==> src/rtl/configf_pkg.sv <==
// Shared types and defaults for the config command queue.
package configf_pkg;

    localparam int CFG_ADDR_W = 8;
    localparam int CFG_NUM_W  = 16;

    // Issue sequencer states: waiting for work, pulsing the host, waiting for done.
    typedef enum logic [1:0] {
        ST_IDLE  = 2'd0,
        ST_ISSUE = 2'd1,
        ST_WAIT  = 2'd2
    } state_t;

    // One queued command at the default widths.
    typedef struct packed {
        logic [CFG_ADDR_W-1:0] addr;
        logic [CFG_NUM_W-1:0]  wrrd_num;
    } cmd_t;

endpackage

==> src/rtl/configf_sync_fifo.sv <==
// Single-clock FIFO with occupancy count. A push while full is dropped and
// reported on drop; a pop while empty is ignored. DEPTH must be a power of two.
module configf_sync_fifo #(
    parameter int WIDTH = 24,
    parameter int DEPTH = 8
) (
    input  logic                   clk,
    input  logic                   reset_n,
    input  logic                   push,
    input  logic [WIDTH-1:0]       wdata,
    input  logic                   pop,
    output logic [WIDTH-1:0]       rdata,
    output logic                   full,
    output logic                   empty,
    output logic [$clog2(DEPTH):0] count,
    output logic                   drop
);

    localparam int PTR_W = $clog2(DEPTH);

    logic [WIDTH-1:0] mem [DEPTH];
    logic [PTR_W-1:0] wptr;
    logic [PTR_W-1:0] rptr;
    logic             push_ok;
    logic             pop_ok;

    // Full is judged on the registered count, so a pop in the same cycle
    // does not make room for a push that arrives while full.
    assign full    = (count == (PTR_W + 1)'(DEPTH));
    assign empty   = (count == '0);
    assign push_ok = push && !full;
    assign pop_ok  = pop && !empty;
    assign drop    = push && full;
    assign rdata   = mem[rptr];

    // Storage write; entries need no reset since count gates every read.
    always_ff @(posedge clk) begin
        if (push_ok) begin
            mem[wptr] <= wdata;
        end
    end

    // Pointers wrap naturally at DEPTH; count tracks occupancy.
    always_ff @(posedge clk or negedge reset_n) begin
        if (!reset_n) begin
            wptr  <= '0;
            rptr  <= '0;
            count <= '0;
        end else begin
            if (push_ok) begin
                wptr <= wptr + 1'b1;
            end
            if (pop_ok) begin
                rptr <= rptr + 1'b1;
            end
            case ({push_ok, pop_ok})
                2'b10:   count <= count + 1'b1;
                2'b01:   count <= count - 1'b1;
                default: count <= count;
            endcase
        end
    end

endmodule

==> src/rtl/configf_cmd_queue.sv <==
// Buffers config commands and issues them one at a time to the host stage,
// waiting for each done pulse under a watchdog. Reports dropped pushes and
// watchdog expiry as sticky errors.
module configf_cmd_queue
    import configf_pkg::*;
#(
    parameter int ADDR_W  = CFG_ADDR_W,
    parameter int NUM_W   = CFG_NUM_W,
    parameter int DEPTH   = 8,
    parameter int TIMEOUT = 65535
) (
    input  logic                   clk,
    input  logic                   reset_n,
    input  logic                   q_cmd_en_in,
    input  logic [ADDR_W-1:0]      q_addr_in,
    input  logic [NUM_W-1:0]       q_wrrd_num_in,
    output logic                   q_full_out,
    output logic [$clog2(DEPTH):0] q_count_out,
    output logic                   q_cmd_en_out,
    output logic [ADDR_W-1:0]      q_addr_out,
    output logic [NUM_W-1:0]       q_wrrd_num_out,
    input  logic                   q_cmd_done_in,
    output logic                   q_cmd_done_out,
    output logic                   q_busy_out,
    input  logic                   q_err_clr_in,
    output logic                   q_ovf_err_out,
    output logic                   q_tmo_err_out
);

    localparam int CMD_W = ADDR_W + NUM_W;
    // Watchdog only needs to reach TIMEOUT-1; it saturates at all-ones.
    localparam int WD_W  = (TIMEOUT < 2) ? 1 : $clog2(TIMEOUT);
    localparam logic [WD_W-1:0] WD_LAST = (TIMEOUT == 0) ? '0 : WD_W'(TIMEOUT - 1);
    localparam bit WD_ON = (TIMEOUT != 0);

    state_t           state;
    state_t           state_nxt;
    logic [WD_W-1:0]  wd;
    logic             wd_expired;
    logic             pop;
    logic             fifo_empty;
    logic             fifo_drop;
    logic [CMD_W-1:0] head;
    logic             done_evt;
    logic             tmo_evt;

    configf_sync_fifo #(
        .WIDTH (CMD_W),
        .DEPTH (DEPTH)
    ) u_fifo (
        .clk     (clk),
        .reset_n (reset_n),
        .push    (q_cmd_en_in),
        .wdata   ({q_addr_in, q_wrrd_num_in}),
        .pop     (pop),
        .rdata   (head),
        .full    (q_full_out),
        .empty   (fifo_empty),
        .count   (q_count_out),
        .drop    (fifo_drop)
    );

    assign wd_expired = WD_ON && (wd == WD_LAST);

    // State register.
    always_ff @(posedge clk or negedge reset_n) begin
        if (!reset_n) begin
            state <= ST_IDLE;
        end else begin
            state <= state_nxt;
        end
    end

    // Next state: one issue cycle per command, then wait for done or expiry.
    always_comb begin
        state_nxt = state;
        case (state)
            ST_IDLE:  if (!fifo_empty) state_nxt = ST_ISSUE;
            ST_ISSUE: state_nxt = ST_WAIT;
            ST_WAIT:  if (q_cmd_done_in || wd_expired) state_nxt = ST_IDLE;
            default:  state_nxt = ST_IDLE;
        endcase
    end

    // State-decoded outputs and events; done beats expiry in the same cycle.
    always_comb begin
        pop          = 1'b0;
        q_cmd_en_out = 1'b0;
        q_busy_out   = 1'b0;
        done_evt     = 1'b0;
        tmo_evt      = 1'b0;
        case (state)
            ST_IDLE: begin
                pop = !fifo_empty;
            end
            ST_ISSUE: begin
                q_cmd_en_out = 1'b1;
                q_busy_out   = 1'b1;
            end
            ST_WAIT: begin
                q_busy_out = 1'b1;
                done_evt   = q_cmd_done_in;
                tmo_evt    = !q_cmd_done_in && wd_expired;
            end
            default: begin
                pop = 1'b0;
            end
        endcase
    end

    // Issued command fields, captured on pop and held until the next pop.
    always_ff @(posedge clk or negedge reset_n) begin
        if (!reset_n) begin
            q_addr_out     <= '0;
            q_wrrd_num_out <= '0;
        end else if (pop) begin
            q_addr_out     <= head[CMD_W-1:NUM_W];
            q_wrrd_num_out <= head[NUM_W-1:0];
        end
    end

    // Completion pulse to the producer side, one cycle after the host's done.
    always_ff @(posedge clk or negedge reset_n) begin
        if (!reset_n) begin
            q_cmd_done_out <= 1'b0;
        end else begin
            q_cmd_done_out <= done_evt;
        end
    end

    // Watchdog: cleared while issuing, counts (saturating) only while waiting.
    always_ff @(posedge clk or negedge reset_n) begin
        if (!reset_n) begin
            wd <= '0;
        end else if (state == ST_ISSUE) begin
            wd <= '0;
        end else if (state == ST_WAIT && wd != '1) begin
            wd <= wd + 1'b1;
        end
    end

    // Sticky error flags; a new error event outranks a clear in the same cycle.
    always_ff @(posedge clk or negedge reset_n) begin
        if (!reset_n) begin
            q_ovf_err_out <= 1'b0;
            q_tmo_err_out <= 1'b0;
        end else begin
            if (fifo_drop) begin
                q_ovf_err_out <= 1'b1;
            end else if (q_err_clr_in) begin
                q_ovf_err_out <= 1'b0;
            end
            if (tmo_evt) begin
                q_tmo_err_out <= 1'b1;
            end else if (q_err_clr_in) begin
                q_tmo_err_out <= 1'b0;
            end
        end
    end

endmodule

==> config.mk <==
export PLATFORM = sky130hd
export DESIGN_NAME = configf_cmd_queue
export DESIGN_NICKNAME = d
export VERILOG_FILES = /design/src/rtl/configf_pkg.sv /design/src/rtl/configf_sync_fifo.sv /design/src/rtl/configf_cmd_queue.sv
export SDC_FILE = /design/constraint.sdc
export NUM_CORES = 1
export LEC_CHECK = 0
export CORE_ASPECT_RATIO = 1.25
export CORE_MARGIN = 8
export CORE_UTILIZATION = 61
export CTS_BUF_LIST = sky130_fd_sc_hd__clkbuf_16
export CTS_CLUSTER_SIZE = 24
export DETAILED_ROUTE_END_ITERATION = 12
export HOLD_SLACK_MARGIN = 0.15
export PLACE_DENSITY = 0.85
export RECOVER_POWER = 100
export SLEW_MARGIN = 20
export SYNTH_ARGS = -nofsm -noshare
export SYNTH_HDL_FRONTEND = slang
export SYNTH_SLANG_ARGS = --single-unit
==> constraint.sdc <==
create_clock -name clk -period 4.5 [get_ports clk]
set_input_delay 0.9 -clock clk [delete_from_list [all_inputs] [get_ports clk]]
set_output_delay 0.9 -clock clk [all_outputs]
set_load 0.01 [all_outputs]
After elaboration in Yosys (flattened, before gate mapping)
Memories as Yosys holds them, arrays and structs flattened. A register that Yosys moved wholly into a read port is not among the register bits.
Index checks and enable logic that the tools add are counted.

word-level totals
  flip-flop bits (word level) = 31
  RAM bits = 192
  bits of input ports = 29
  output and inout bits = 34
  word-level logic and storage cells = 57
  memories = 1

memories
  name        depth  width  read ports  clocked after memory_dff  write ports  RTL line                 RTL
  u_fifo.mem  8      24     1           1                         1            configf_sync_fifo.sv:21  logic [WIDTH-1:0] mem [DEPTH];

cells by class
  add/sub/neg operators = 5
  equality and inequality tests = 9
  mux-type cells = 16
  reduce and logical (&&, ||, !) cells = 18

operator list
  cell                                              count
  two-way mux 16 bit                                2
  adder 16 x 1 -> 16 bit, second input constant     1
  == test 16 bit, second input constant             1
  inequality test 16 bit, second input constant     1
  two-way mux 1 bit                                 10
  case mux 4 bit (2 select lines)                   1
  nonzero test 2 bit                                4
  adder 3 x 1 -> 3 bit, second input constant       2
  case mux 2 bit (3 select lines)                   1
  logical AND 1 bit                                 5
  adder 4 x 1 -> 4 bit, second input constant       1
  == test 2 x 1 -> 1 bit, second input constant     2
  == test 2 bit, second input constant              2
  == test 4 bit, second input constant              1
  zero test 1 bit                                   4
  zero test 4 bit                                   1
  two-way mux 2 bit                                 2
  inequality test 2 bit, second input constant      2
  subtractor 4 x 1 -> 4 bit, second input constant  1
  zero test 2 bit                                   1
  AND reduction 2 bit                               1
  OR reduction 2 bit                                1
  logical OR 1 bit                                  1

Longest topological paths before layout
Gate-level depths: netlist of run 1.

  word-level depth = 6
  depth in mapped cells = 12
  mapped depth without buffers = 11

Cells and area by module
Synthesis of run 1 repeated with hierarchy kept, for this count alone.

unflattened totals
  cell total of the unflattened synthesis = 514
  area total of the unflattened synthesis = 9928.3 um^2

by module, submodules not included
  module             instances  cells each  area each (um^2)  sequential area each (um^2)
  configf_sync_fifo  1          346         7902.6            6015.8
  configf_cmd_queue  1          168         2025.7            1126.1

Least setup slack after synthesis of run 1
OpenSTA, ideal clock, no wires.

  path kind = input -> register
  start = in q_cmd_en_in
  end = mem u_fifo.mem[0][0], enable pin
  setup time = 435 ps
  arrival time = 2980 ps
  slack = 1085 ps
  stages = 3
  path buffers = 0
  cell sequence = nor2b_1 > nand2b_1 > nor3_1

on the way
  longest elaborated chain between the ends = 3

ends and longest elaborated chain
  element                                  RTL line                 RTL
  start, declared                          configf_cmd_queue.sv:14  input logic q_cmd_en_in,
  logical AND 1 bit                        configf_sync_fifo.sv:31  assign push_ok = push && !full;
  two-way mux 1 bit                        configf_sync_fifo.sv:38  if (push_ok) begin
  two-way mux 1 bit (implied by the code)  configf_sync_fifo.sv:39  mem[wptr] <= wdata;
  end, declared                            configf_sync_fifo.sv:21

Every way passes these cells.

Final worst setup path of run 1
  start = in q_cmd_en_in
  end = mem u_fifo.mem[4][1], enable pin

Same word-level chain as after synthesis.

==> flow_summary.yaml, run 1 <==
global_routing:
  gr-usage-all-layers_pct: 20.8
  grt_pass1_wl_um: 31900
  total_grt_overflow: 0
  largest_net_degree_at_the_start_of_global_routing: 52
  grt_pass1_vias: 5638
  grt_antenna_before_repair: 0
routing:
  detail_route.first_pass.iterations: 5
  wl_per_cell_um: 23.8
  route.final.wire_length_um: 20800
  routed_via_count: 5458
  routed_via_density: 6.24
  antenna_left: 0
  drtIter0Drc: 482
  drc: 0
cells_and_area:
  final_layout_size_suffix_gt1_share_pct: 14.8
  fin_util_pct: 71.9
  layout-area-overhead-vs-synth_pct: 16.6
  layout.nets: 679
power:
  netSwitchingFraction_pct: 30.9
  p_per_area_nw_per_um2: 642
  intPower_uw: 5110
  power_frac_clock_pct: 27.2
  power_switching_uw: 2290
  pwr-share-seq_pct: 45.4
  power.static_leakage_uw: 0.00405
  comb_power_share_pct: 27.4
  largest_vdd_supply_drop_v: 0.000494
clocking:
  clk_latency_ps: 520
  cts_repair_resize_count: 0
  path_clk_slew_ps: 60
  cts_htree_levels: 1
  cts_tree: "done"
  number_of_clock_buffers_inserted_by_tritoncts: 24
  clock_sink_count: 247
  post_cts.repair.setup_buffers: 0
  ctsLongestPathBuffers: 3
  cts_hold_buffers: 0
  ctsRootBufferMaster: "sky130_fd_sc_hd__clkbuf_16"
setup_path:
  worst_path_required_time_ps: 4630
  cp.arrival_ps: 3720
  path_max_fanout: 14
  timing.setup.critical_path_class: "primary input to register"
  start_kind: "primary input"
  setup.worst_path.end_class: "register"
synthesis:
  synthesis.yosys.warnings: 0
  postSynthCellCount: 565
  area_of_the_mapped_netlist_um2: 9870
  largest_area_contributor_in_the_synthesized_netlist: "sky130_fd_sc_hd__edfxtp_1"
  ys.flop_type: "sky130_fd_sc_hd__edfxtp_1"
  synth_top_cells_by_area: "sky130_fd_sc_hd__edfxtp_1 58%, sky130_fd_sc_hd__dfrtp_1 14%, sky130_fd_sc_hd__mux4_2 11%"
  async_reset_ff_share_pct: 22.3
  synthesis.nets: 605
  syn_avg_cell_area_um2: 17.5
  ys_seq_area_share_pct: 72.3
  post-synth-top-area-fraction_pct: 58.4
  synth_enable_flop_cells: 192
  ys_types: 50
  yosys_register_bits: 247
sta:
  final.period_utilization_pct: 79.8
  rsz0062_at_grt: "false"
  totalNegativeSetupSlack_ps: 0
  timing.max_slew.rel_slack_pct: -10.6
  timing.final.hold_violations: 0
  finalSetupViolCount: 0
  max_frequency_ghz: 0.279
  final_max_slew_viol_count: 184
  finalCriticalPeriod_ps: 3590
  worstMarginPinSlew_ps: 1660
  finalClockSkew_ps: 9.95
place:
  io_buffer_count: 62
  detailedPlacementHpwl_um: 12700
  routability_cong: 0.791
floorplan:
  core_um2: 16000
  fp.dieW_um: 130
  die_area_um2: 20500
  core.rowCount: 52
  floorplan.initialDensity_pct: 61.7
  boundaryPins: 63
  dieHeight_um: 158
outcome:
  outcome: "complete, but fails checks"
  violations: "max-capacitance violations, max-slew violations"
run:
  timing.max_cap.violations: 6
min_path:
  worst_hold_path_type: "register to register"
layout make-up:
cell class,count,area (um^2)
inverters,12,45.0
fillers,985,4490
diodes,1,2.50
flip-flops and latches,247,7150
multi-input cells,280,2580
well taps,216,270
clock inverters,19,173
repair buffers,74,671
clock buffers,25,626
cells in the mapped netlist, types with 4 or more instances:
library cell and count:
sky130_fd_sc_hd__a21oi_1 12, sky130_fd_sc_hd__and3_1 6, sky130_fd_sc_hd__buf_1 5, sky130_fd_sc_hd__buf_2 5
sky130_fd_sc_hd__clkbuf_1 14, sky130_fd_sc_hd__dfrtp_1 55, sky130_fd_sc_hd__edfxtp_1 192, sky130_fd_sc_hd__ha_1 11
sky130_fd_sc_hd__inv_1 12, sky130_fd_sc_hd__mux2i_1 25, sky130_fd_sc_hd__mux4_2 48, sky130_fd_sc_hd__nand2_1 48
sky130_fd_sc_hd__nand2b_1 7, sky130_fd_sc_hd__nand3_1 8, sky130_fd_sc_hd__nor2_1 16, sky130_fd_sc_hd__nor2b_1 6
sky130_fd_sc_hd__nor3_1 13, sky130_fd_sc_hd__o211ai_1 4, sky130_fd_sc_hd__o21ai_0 25, sky130_fd_sc_hd__xnor2_1 4
sky130_fd_sc_hd__xor2_1 4
worst max-delay path: stages:
cell and delay [ps]:
sky130_fd_sc_hd__dlygate4sd3_1 540, sky130_fd_sc_hd__nor2b_1 440, sky130_fd_sc_hd__nand2b_1 280, sky130_fd_sc_hd__nor2_1 820, sky130_fd_sc_hd__clkbuf_1 730
power by group through the flow:
| stage | sequential, uW | combinational, uW | clock (uW) |
|---|---|---|---|
| after global routing | 3430 | 2180 | 2130 |
| after global placement | 3350 | 1990 | 0 |
| after detailed placement | 3400 | 2090 | 0 |
| after floorplan | 3180 | 1460 | 0 |
| after CTS | 3380 | 2120 | 2030 |
| final | 3360 | 2020 | 2010 |
layer usage:
layer	up-vias	GRT usage, %	routed length, um
met5	-	0	0
met4	0	6.37	525
met3	41	3.99	1700
met2	261	35.3	10600
met1	2788	26.9	8000
li1	2368	-	-
cell usage in the layout, fill, tap and decap left out, drive strengths merged, types with 6 or more instances in the layout:
master,instances
a21oi,12
and3,6
clkbuf,35
clkinv,10
dfrtp,55
dlygate4sd3,59
edfxtp,192
ha,11
inv,17
mux2i,25
mux4,48
nand2,48
nand2b,7
nand3,8
nor2,16
nor2b,6
nor3,13
o21ai,26
cells by family after synthesis:
family	after synthesis	synth area share, %
adder cells (fa/ha/maj)	11	1.39
multiplexers	75	13.7
buffers and inverters	38	1.56
AO/OA/AOI/OAI	62	3.90
AND/OR/NAND/NOR	124	6.40
flip-flops	247	72.3
XOR/XNOR	8	0.710
registers in the layout (all words and copies together), names as in the netlist:
name and cells:
q_wrrd_num_out 16, q_ovf_err_out 1, q_addr_out 8, u_fifo.rptr 3, q_cmd_done_out 1, q_tmo_err_out 1
state 2, u_fifo.count 4, u_fifo.mem 192, wd 16, u_fifo.wptr 3
worst paths after layout:
kind / cells past startpoint / slack [ps] / to / from
worst max-delay path: 5 / 910 / u_fifo.mem[4][1] / q_cmd_en_in
worst min-delay path: 2 / 480 / q_addr_out[5] / q_addr_out[5]
worst max register to register: 5 / 1230 / u_fifo.mem[4][1] / u_fifo.count[1]
worst min register to register: 2 / 480 / q_addr_out[5] / q_addr_out[5]
max in group asynchronous: 2 / 1450 / q_addr_out[6] / reset_n
min in group asynchronous: 1 / 810 / q_wrrd_num_out[10] / reset_n
per-stage QoR:
step	setup WS [ps]	cells	hold slack [ps]	total power (uW)	area, um^2
2_1_floorplan	1090	565	487	4630	9870
3_5_place_dp	1210	829	475	5490	10800
3_3_place_gp	1310	829	468	5350	10800
5_1_grt	743	873	519	7740	11500
6_report	911	874	479	7400	11500
4_1_cts	1350	873	438	7530	11600
No activity file was read; power rests on OpenSTA's default activity.
==> run 2, diff against run 1 <==
--- a/config.mk
+++ b/config.mk
@@ -7,12 +7,12 @@
 export LEC_CHECK = 0
 export CORE_ASPECT_RATIO = 1.25
 export CORE_MARGIN = 8
-export CORE_UTILIZATION = 61
+export CORE_UTILIZATION = 59
 export CTS_BUF_LIST = sky130_fd_sc_hd__clkbuf_16
 export CTS_CLUSTER_SIZE = 24
 export DETAILED_ROUTE_END_ITERATION = 12
 export HOLD_SLACK_MARGIN = 0.15
-export PLACE_DENSITY = 0.85
+export PLACE_DENSITY = 0.82
 export RECOVER_POWER = 100
 export SLEW_MARGIN = 20
 export SYNTH_ARGS = -nofsm -noshare
==> constraint.sdc (replaced) <==
create_clock -name clk -period 3.5 [get_ports clk]
set_input_delay 0.7 -clock clk [delete_from_list [all_inputs] [get_ports clk]]
set_output_delay 0.7 -clock clk [all_outputs]
set_load 0.01 [all_outputs]
==> flow_summary.yaml, run 2 (synthesized netlist as in run 1, its figures left out) <==
routing:
  wl_per_cell_um: 22.1
  drc: 0
  detail_route.first_pass.iterations: 5
  route.final.wire_length_um: 19500
  drtIter0Drc: 429
  routed_via_density: 6.05
  antenna_left: 0
  routed_via_count: 5337
outcome:
  outcome: "complete, but fails checks"
  violations: "max-capacitance violations, max-slew violations"
power:
  comb_power_share_pct: 28.8
  largest_vdd_supply_drop_v: 0.000532
  pwr-share-seq_pct: 45.1
  netSwitchingFraction_pct: 30.2
  pwr_total_uw: 9280
  power.static_leakage_uw: 0.00405
  power_switching_uw: 2800
  power_frac_clock_pct: 26.1
  p_per_area_nw_per_um2: 807
  intPower_uw: 6480
sta:
  final.period_utilization_pct: 83.5
  final_max_slew_viol_count: 51
  finalCriticalPeriod_ps: 2920
  totalNegativeSetupSlack_ps: 0
  finalSetupViolCount: 0
  timing.final.hold_violations: 0
  max_frequency_ghz: 0.342
  rsz0062_at_grt: "false"
  worstMarginPinSlew_ps: 1660
  timing.max_slew.rel_slack_pct: -10.5
  finalClockSkew_ps: 9.66
clocking:
  clock_sink_count: 247
  ctsRootBufferMaster: "sky130_fd_sc_hd__clkbuf_16"
  number_of_clock_buffers_inserted_by_tritoncts: 23
  path_clk_slew_ps: 70
  cts_hold_buffers: 0
  cts_htree_levels: 1
  cts_repair_resize_count: 0
  ctsLongestPathBuffers: 3
  post_cts.repair.setup_buffers: 0
  clk_latency_ps: 490
  cts_tree: "done"
setup_path:
  critical-path-max-stage-delay_ps: 910
  worst_path_required_time_ps: 3600
  slowest_stage_cell_cp: "sky130_fd_sc_hd__clkbuf_1"
  setup.worst_path.end_class: "register"
  path_max_fanout: 16
  timing.setup.critical_path_class: "primary input to register"
  start_kind: "primary input"
  cp.arrival_ps: 3030
  critical_path.cell_chain: "dlygate4sd3_1, nor2b_1, nand2_1, nor3_1, clkbuf_1"
global_routing:
  gr-usage-all-layers_pct: 18.6
  largest_net_degree_at_the_start_of_global_routing: 51
  grt_pass1_vias: 5667
  grt_pass1_wl_um: 31100
  total_grt_overflow: 0
  grt_antenna_before_repair: 0
floorplan:
  floorplan.initialDensity_pct: 59.6
  fp.dieW_um: 132
  core.rowCount: 53
  core_um2: 16600
  boundaryPins: 63
  dieHeight_um: 161
  die_area_um2: 21200
run:
  timing.max_cap.violations: 1
cells_and_area:
  reg.largest.list: "u_fifo.mem x192, q_wrrd_num_out x16, wd x16"
  area_taken_by_flip_flops_and_latches_um2: 7140
  largest_register_ff_count: 192
  mostFrequentLayoutCells: "192 x sky130_fd_sc_hd__edfxtp_1, 59 x sky130_fd_sc_hd__dlygate4sd3_1, 53 x sky130_fd_sc_hd__dfrtp_1"
  largest-register: "u_fifo.mem"
  fillCellCount: 1055
  insertedDiodeCount: 0
  layout.nets: 686
  footprint_of_the_multi_input_gates_um2: 2570
  final_layout_size_suffix_gt1_share_pct: 14.2
  layout-area-overhead-vs-synth_pct: 16.4
  layout.cells.most_common: "sky130_fd_sc_hd__edfxtp_1"
place:
  routability_cong: 0.813
  detailedPlacementHpwl_um: 11800
  io_buffer_count: 62
min_path:
  worst_hold_path_type: "primary input to asynchronous set/reset pin"
==> run 2: cell types whose count changed in the layout (fill, tap and decap cells not counted), moves of 2 or more <==
cell | previous run | this run
sky130_fd_sc_hd__clkinv_2 | 3 | 1
sky130_fd_sc_hd__nor2_1 | 14 | 16
sky130_fd_sc_hd__clkbuf_2 | 0 | 2
sky130_fd_sc_hd__nor2_2 | 2 | 0
sky130_fd_sc_hd__clkbuf_16 | 25 | 23
sky130_fd_sc_hd__clkbuf_1 | 10 | 15
sky130_fd_sc_hd__clkinv_4 | 2 | 0
==> run 2: cell type report <==
type | count | area share (%)
clock buffer | 23 | 5.01
sequential | 247 | 62.1
inverter | 12 | 0.392
tap | 220 | 2.39
clock inverter | 18 | 1.41
multi-input combinational | 280 | 22.4
timing repair buffer | 82 | 6.26
==> run 2: power groups by stage <==
stage	clock network (uW)	registers, uW	logic (uW)
after floorplan	0	4090	1870
after global placement	0	4190	2690
after detailed placement	0	4230	2790
after CTS	2480	4200	2820
after global routing	2580	4260	2910
final	2430	4180	2670
==> run 2: per-layer routing <==
metal  vias to the layer above  part of all wire, %  GRT usage, %
li1                       2390                    -             -
met1                      2733                   40          22.8
met2                       170                   53          32.6
met3                        44                  5.1          3.69
met4                         0                  2.3          5.70
met5                         -                    0             0
==> run 2: through the flow <==
| step | instance area (um^2) | std cells | setup WS [ps] | hold WS [ps] | utilization, % |
|---|---|---|---|---|---|
| 6_report | 11500 | 882 | 576 | 393 | 69.4 |
| 5_1_grt | 11500 | 882 | 408 | 453 | 69.4 |
| 4_1_cts | 11600 | 882 | 693 | 156 | 69.9 |
| 3_5_place_dp | 10900 | 841 | 469 | 470 | 65.5 |
| 3_3_place_gp | 10900 | 841 | 581 | 465 | 65.5 |
| 2_1_floorplan | 9870 | 565 | 285 | 404 | - |
==> run 2: critical path: cells and delay by family <==
family / cells / cell delay (ps)
simple gates: 3 / 870
buf+inv: 2 / 1450
==> run 2: worst paths after layout <==
kind	cells after the start	to	startpoint	slack [ps]
setup / recovery	5	u_fifo.mem[1][22]	q_cmd_en_in	580
hold / removal	1	u_fifo.count[1]	reset_n	390
setup reg to reg	5	u_fifo.mem[1][22]	u_fifo.count[1]	730
hold reg to reg	2	q_wrrd_num_out[12]	q_wrrd_num_out[12]	470
max in group asynchronous	2	u_fifo.rptr[0]	reset_n	1460
min in group clk	2	q_wrrd_num_out[12]	q_wrrd_num_out[12]	470
==> run 3, diff against run 2 <==
--- a/config.mk
+++ b/config.mk
@@ -7,12 +7,12 @@
 export LEC_CHECK = 0
 export CORE_ASPECT_RATIO = 1.25
 export CORE_MARGIN = 8
-export CORE_UTILIZATION = 59
+export CORE_UTILIZATION = 53
 export CTS_BUF_LIST = sky130_fd_sc_hd__clkbuf_16
 export CTS_CLUSTER_SIZE = 24
 export DETAILED_ROUTE_END_ITERATION = 12
 export HOLD_SLACK_MARGIN = 0.15
-export PLACE_DENSITY = 0.82
+export PLACE_DENSITY = 0.78
 export RECOVER_POWER = 100
 export SLEW_MARGIN = 20
 export SYNTH_ARGS = -nofsm -noshare
==> constraint.sdc (replaced) <==
create_clock -name clk -period 2.65 [get_ports clk]
set_input_delay 0.53 -clock clk [delete_from_list [all_inputs] [get_ports clk]]
set_output_delay 0.53 -clock clk [all_outputs]
set_load 0.01 [all_outputs]
==> flow_summary.yaml, run 3 (synthesized netlist as in run 1, its figures left out) <==
clocking:
  cts_tree: "done"
  clk_latency_ps: 510
  cts_htree_levels: 1
  clock_sink_count: 247
  ctsRootBufferMaster: "sky130_fd_sc_hd__clkbuf_16"
  post_cts.repair.setup_buffers: 0
  path_clk_slew_ps: 60
  ctsLongestPathBuffers: 3
  number_of_clock_buffers_inserted_by_tritoncts: 25
sta:
  timing.max_slew.rel_slack_pct: 1.82
  finalClockSkew_ps: 7.73
  final.period_utilization_pct: 95.0
  rsz0062_at_grt: "false"
  worstMarginPinSlew_ps: 1470
  totalNegativeSetupSlack_ps: 0
  final_max_slew_viol_count: 0
  finalCriticalPeriod_ps: 2520
  finalSetupViolCount: 0
  max_frequency_ghz: 0.397
  timing.final.hold_violations: 0
place:
  detailedPlacementHpwl_um: 12700
  dpl.cell_count: 866
  io_buffer_count: 62
  routability_cong: 0.838
setup_path:
  worst_path_required_time_ps: 2120
  critical_path.cell_chain: "nor4b_2, dlygate4sd3_1"
  slowest_stage_cell_cp: "sky130_fd_sc_hd__dlygate4sd3_1"
  path_max_fanout: 7
  ff2ff_path_depth: 6
  start_kind: "register"
  cp.arrival_ps: 1990
  rr_startpoint: "u_fifo.count[3]"
  setup.worst_path.end_class: "output pin"
  critical-path-max-stage-delay_ps: 660
  timing.rr.end: "u_fifo.mem[1][1]"
  setup_slack_reg_to_reg_ps: 240
  timing.setup.critical_path_class: "register to output pin"
outcome:
  outcome: "complete, no violations"
floorplan:
  fp.dieW_um: 138
  dieHeight_um: 169
  boundaryPins: 63
  core.rowCount: 56
  core_um2: 18500
  floorplan.initialDensity_pct: 53.4
  die_area_um2: 23300
routing:
  route.final.wire_length_um: 19500
  drtIter0Drc: 365
  drc: 0
  detail_route.first_pass.iterations: 4
  antenna_left: 0
  wl_per_cell_um: 21.4
  routed_via_density: 5.89
  routed_via_count: 5365
cells_and_area:
  mostFrequentLayoutCells: "192 x sky130_fd_sc_hd__edfxtp_1, 58 x sky130_fd_sc_hd__dlygate4sd3_1, 53 x sky130_fd_sc_hd__dfrtp_1"
  layout-area-overhead-vs-synth_pct: 18.0
  largest_register_ff_count: 192
  finalNonFillerCells: 911
  layout.nets: 701
  largest-register: "u_fifo.mem"
  insertedDiodeCount: 0
  final_layout_size_suffix_gt1_share_pct: 17.5
  layout.cells.most_common: "sky130_fd_sc_hd__edfxtp_1"
  reg.largest.list: "u_fifo.mem x192, q_wrrd_num_out x16, wd x16"
power:
  largest_vdd_supply_drop_v: 0.000659
  p_per_area_nw_per_um2: 1070
  power.static_leakage_uw: 0.00415
global_routing:
  total_grt_overflow: 0
  grt_pass1_wl_um: 31900
  grt_pass1_vias: 5930
  gr-usage-all-layers_pct: 17.0
  largest_net_degree_at_the_start_of_global_routing: 56
  grt_antenna_before_repair: 0
min_path:
  worst_hold_path_type: "primary input to asynchronous set/reset pin"
run:
  timing.max_cap.violations: 0
-- run 3: changes by cell type in the layout (fill, tap and decap cells not counted), moves of 2 or more --
cell                        before  now
sky130_fd_sc_hd__clkbuf_16      23   25
sky130_fd_sc_hd__clkbuf_1       15    8
sky130_fd_sc_hd__buf_4           3   11
sky130_fd_sc_hd__clkbuf_2        2   13
sky130_fd_sc_hd__inv_6           2    0
sky130_fd_sc_hd__clkinv_2        1    4
-- run 3: power by group --
| part | switching (uW) | total (uW) | internal (uW) |
|---|---|---|---|
| clock | 1420 | 3330 | 1920 |
| sequential | 538 | 5500 | 4960 |
| combinational | 1810 | 3610 | 1790 |
| total | 3770 | 12400 | 8670 |
-- run 3: cell type report --
cell class,count,area (um^2)
tap,232,290
multi-input combinational,280,2580
timing repair buffer,95,813
fill,1319,6840
clock buffer,25,626
sequential,247,7150
inverter,12,45.0
clock inverter,20,153
-- run 3: worst max-delay path by stage --
| stage | end | cells after the start | startpoint |
|---|---|---|---|
| after floorplan | u_fifo.count[2] | 10 | u_fifo.count[2] |
| after global placement | u_fifo.count[2] | 10 | q_cmd_en_in |
| after detailed placement | u_fifo.count[2] | 10 | q_cmd_en_in |
| after CTS | q_full_out | 2 | u_fifo.count[2] |
| after global routing | u_fifo.count[2] | 10 | u_fifo.count[2] |
| final | q_full_out | 2 | u_fifo.count[2] |
-- run 3: stage by stage --
| step | total power (uW) | hold WS (ps) | instance area [um^2] | util, % | setup slack, ps |
|---|---|---|---|---|---|
| 4_1_cts | 12800 | 204 | 11800 | 63.5 | 17.6 |
| 6_report | 12400 | 457 | 11700 | 63.0 | 133 |
| 3_5_place_dp | 9440 | 477 | 11000 | 59.3 | 26.7 |
| 2_1_floorplan | 7870 | 234 | 9880 | - | 104 |
| 5_1_grt | 13100 | 497 | 11700 | 63.0 | 10.3 |
| 3_3_place_gp | 9240 | 461 | 11000 | 59.3 | 142 |
-- run 3: critical path: cells and delay by family (launching register included) --
| kind | cells | cell delay, ps |
|---|---|---|
| buf+inv | 1 | 660 |
| flops | 1 | 460 |
| simple gates | 1 | 370 |
-- run 3: layer usage --
layer	wire (um)	up-vias	GRT usage (%)
met3	1110	37	3.17
li1	-	2427	-
met5	0	-	0
met4	369	0	5.11
met2	10200	145	30.8
met1	7790	2756	20.1
-- run 3: what timing repair did --
| item | 4_1_cts | 5_1_grt |
|---|---|---|
| setup endpoints to repair | 0 | 1 |
| resized for setup | 0 | 1 |
| hold buffers | 0 | 0 |
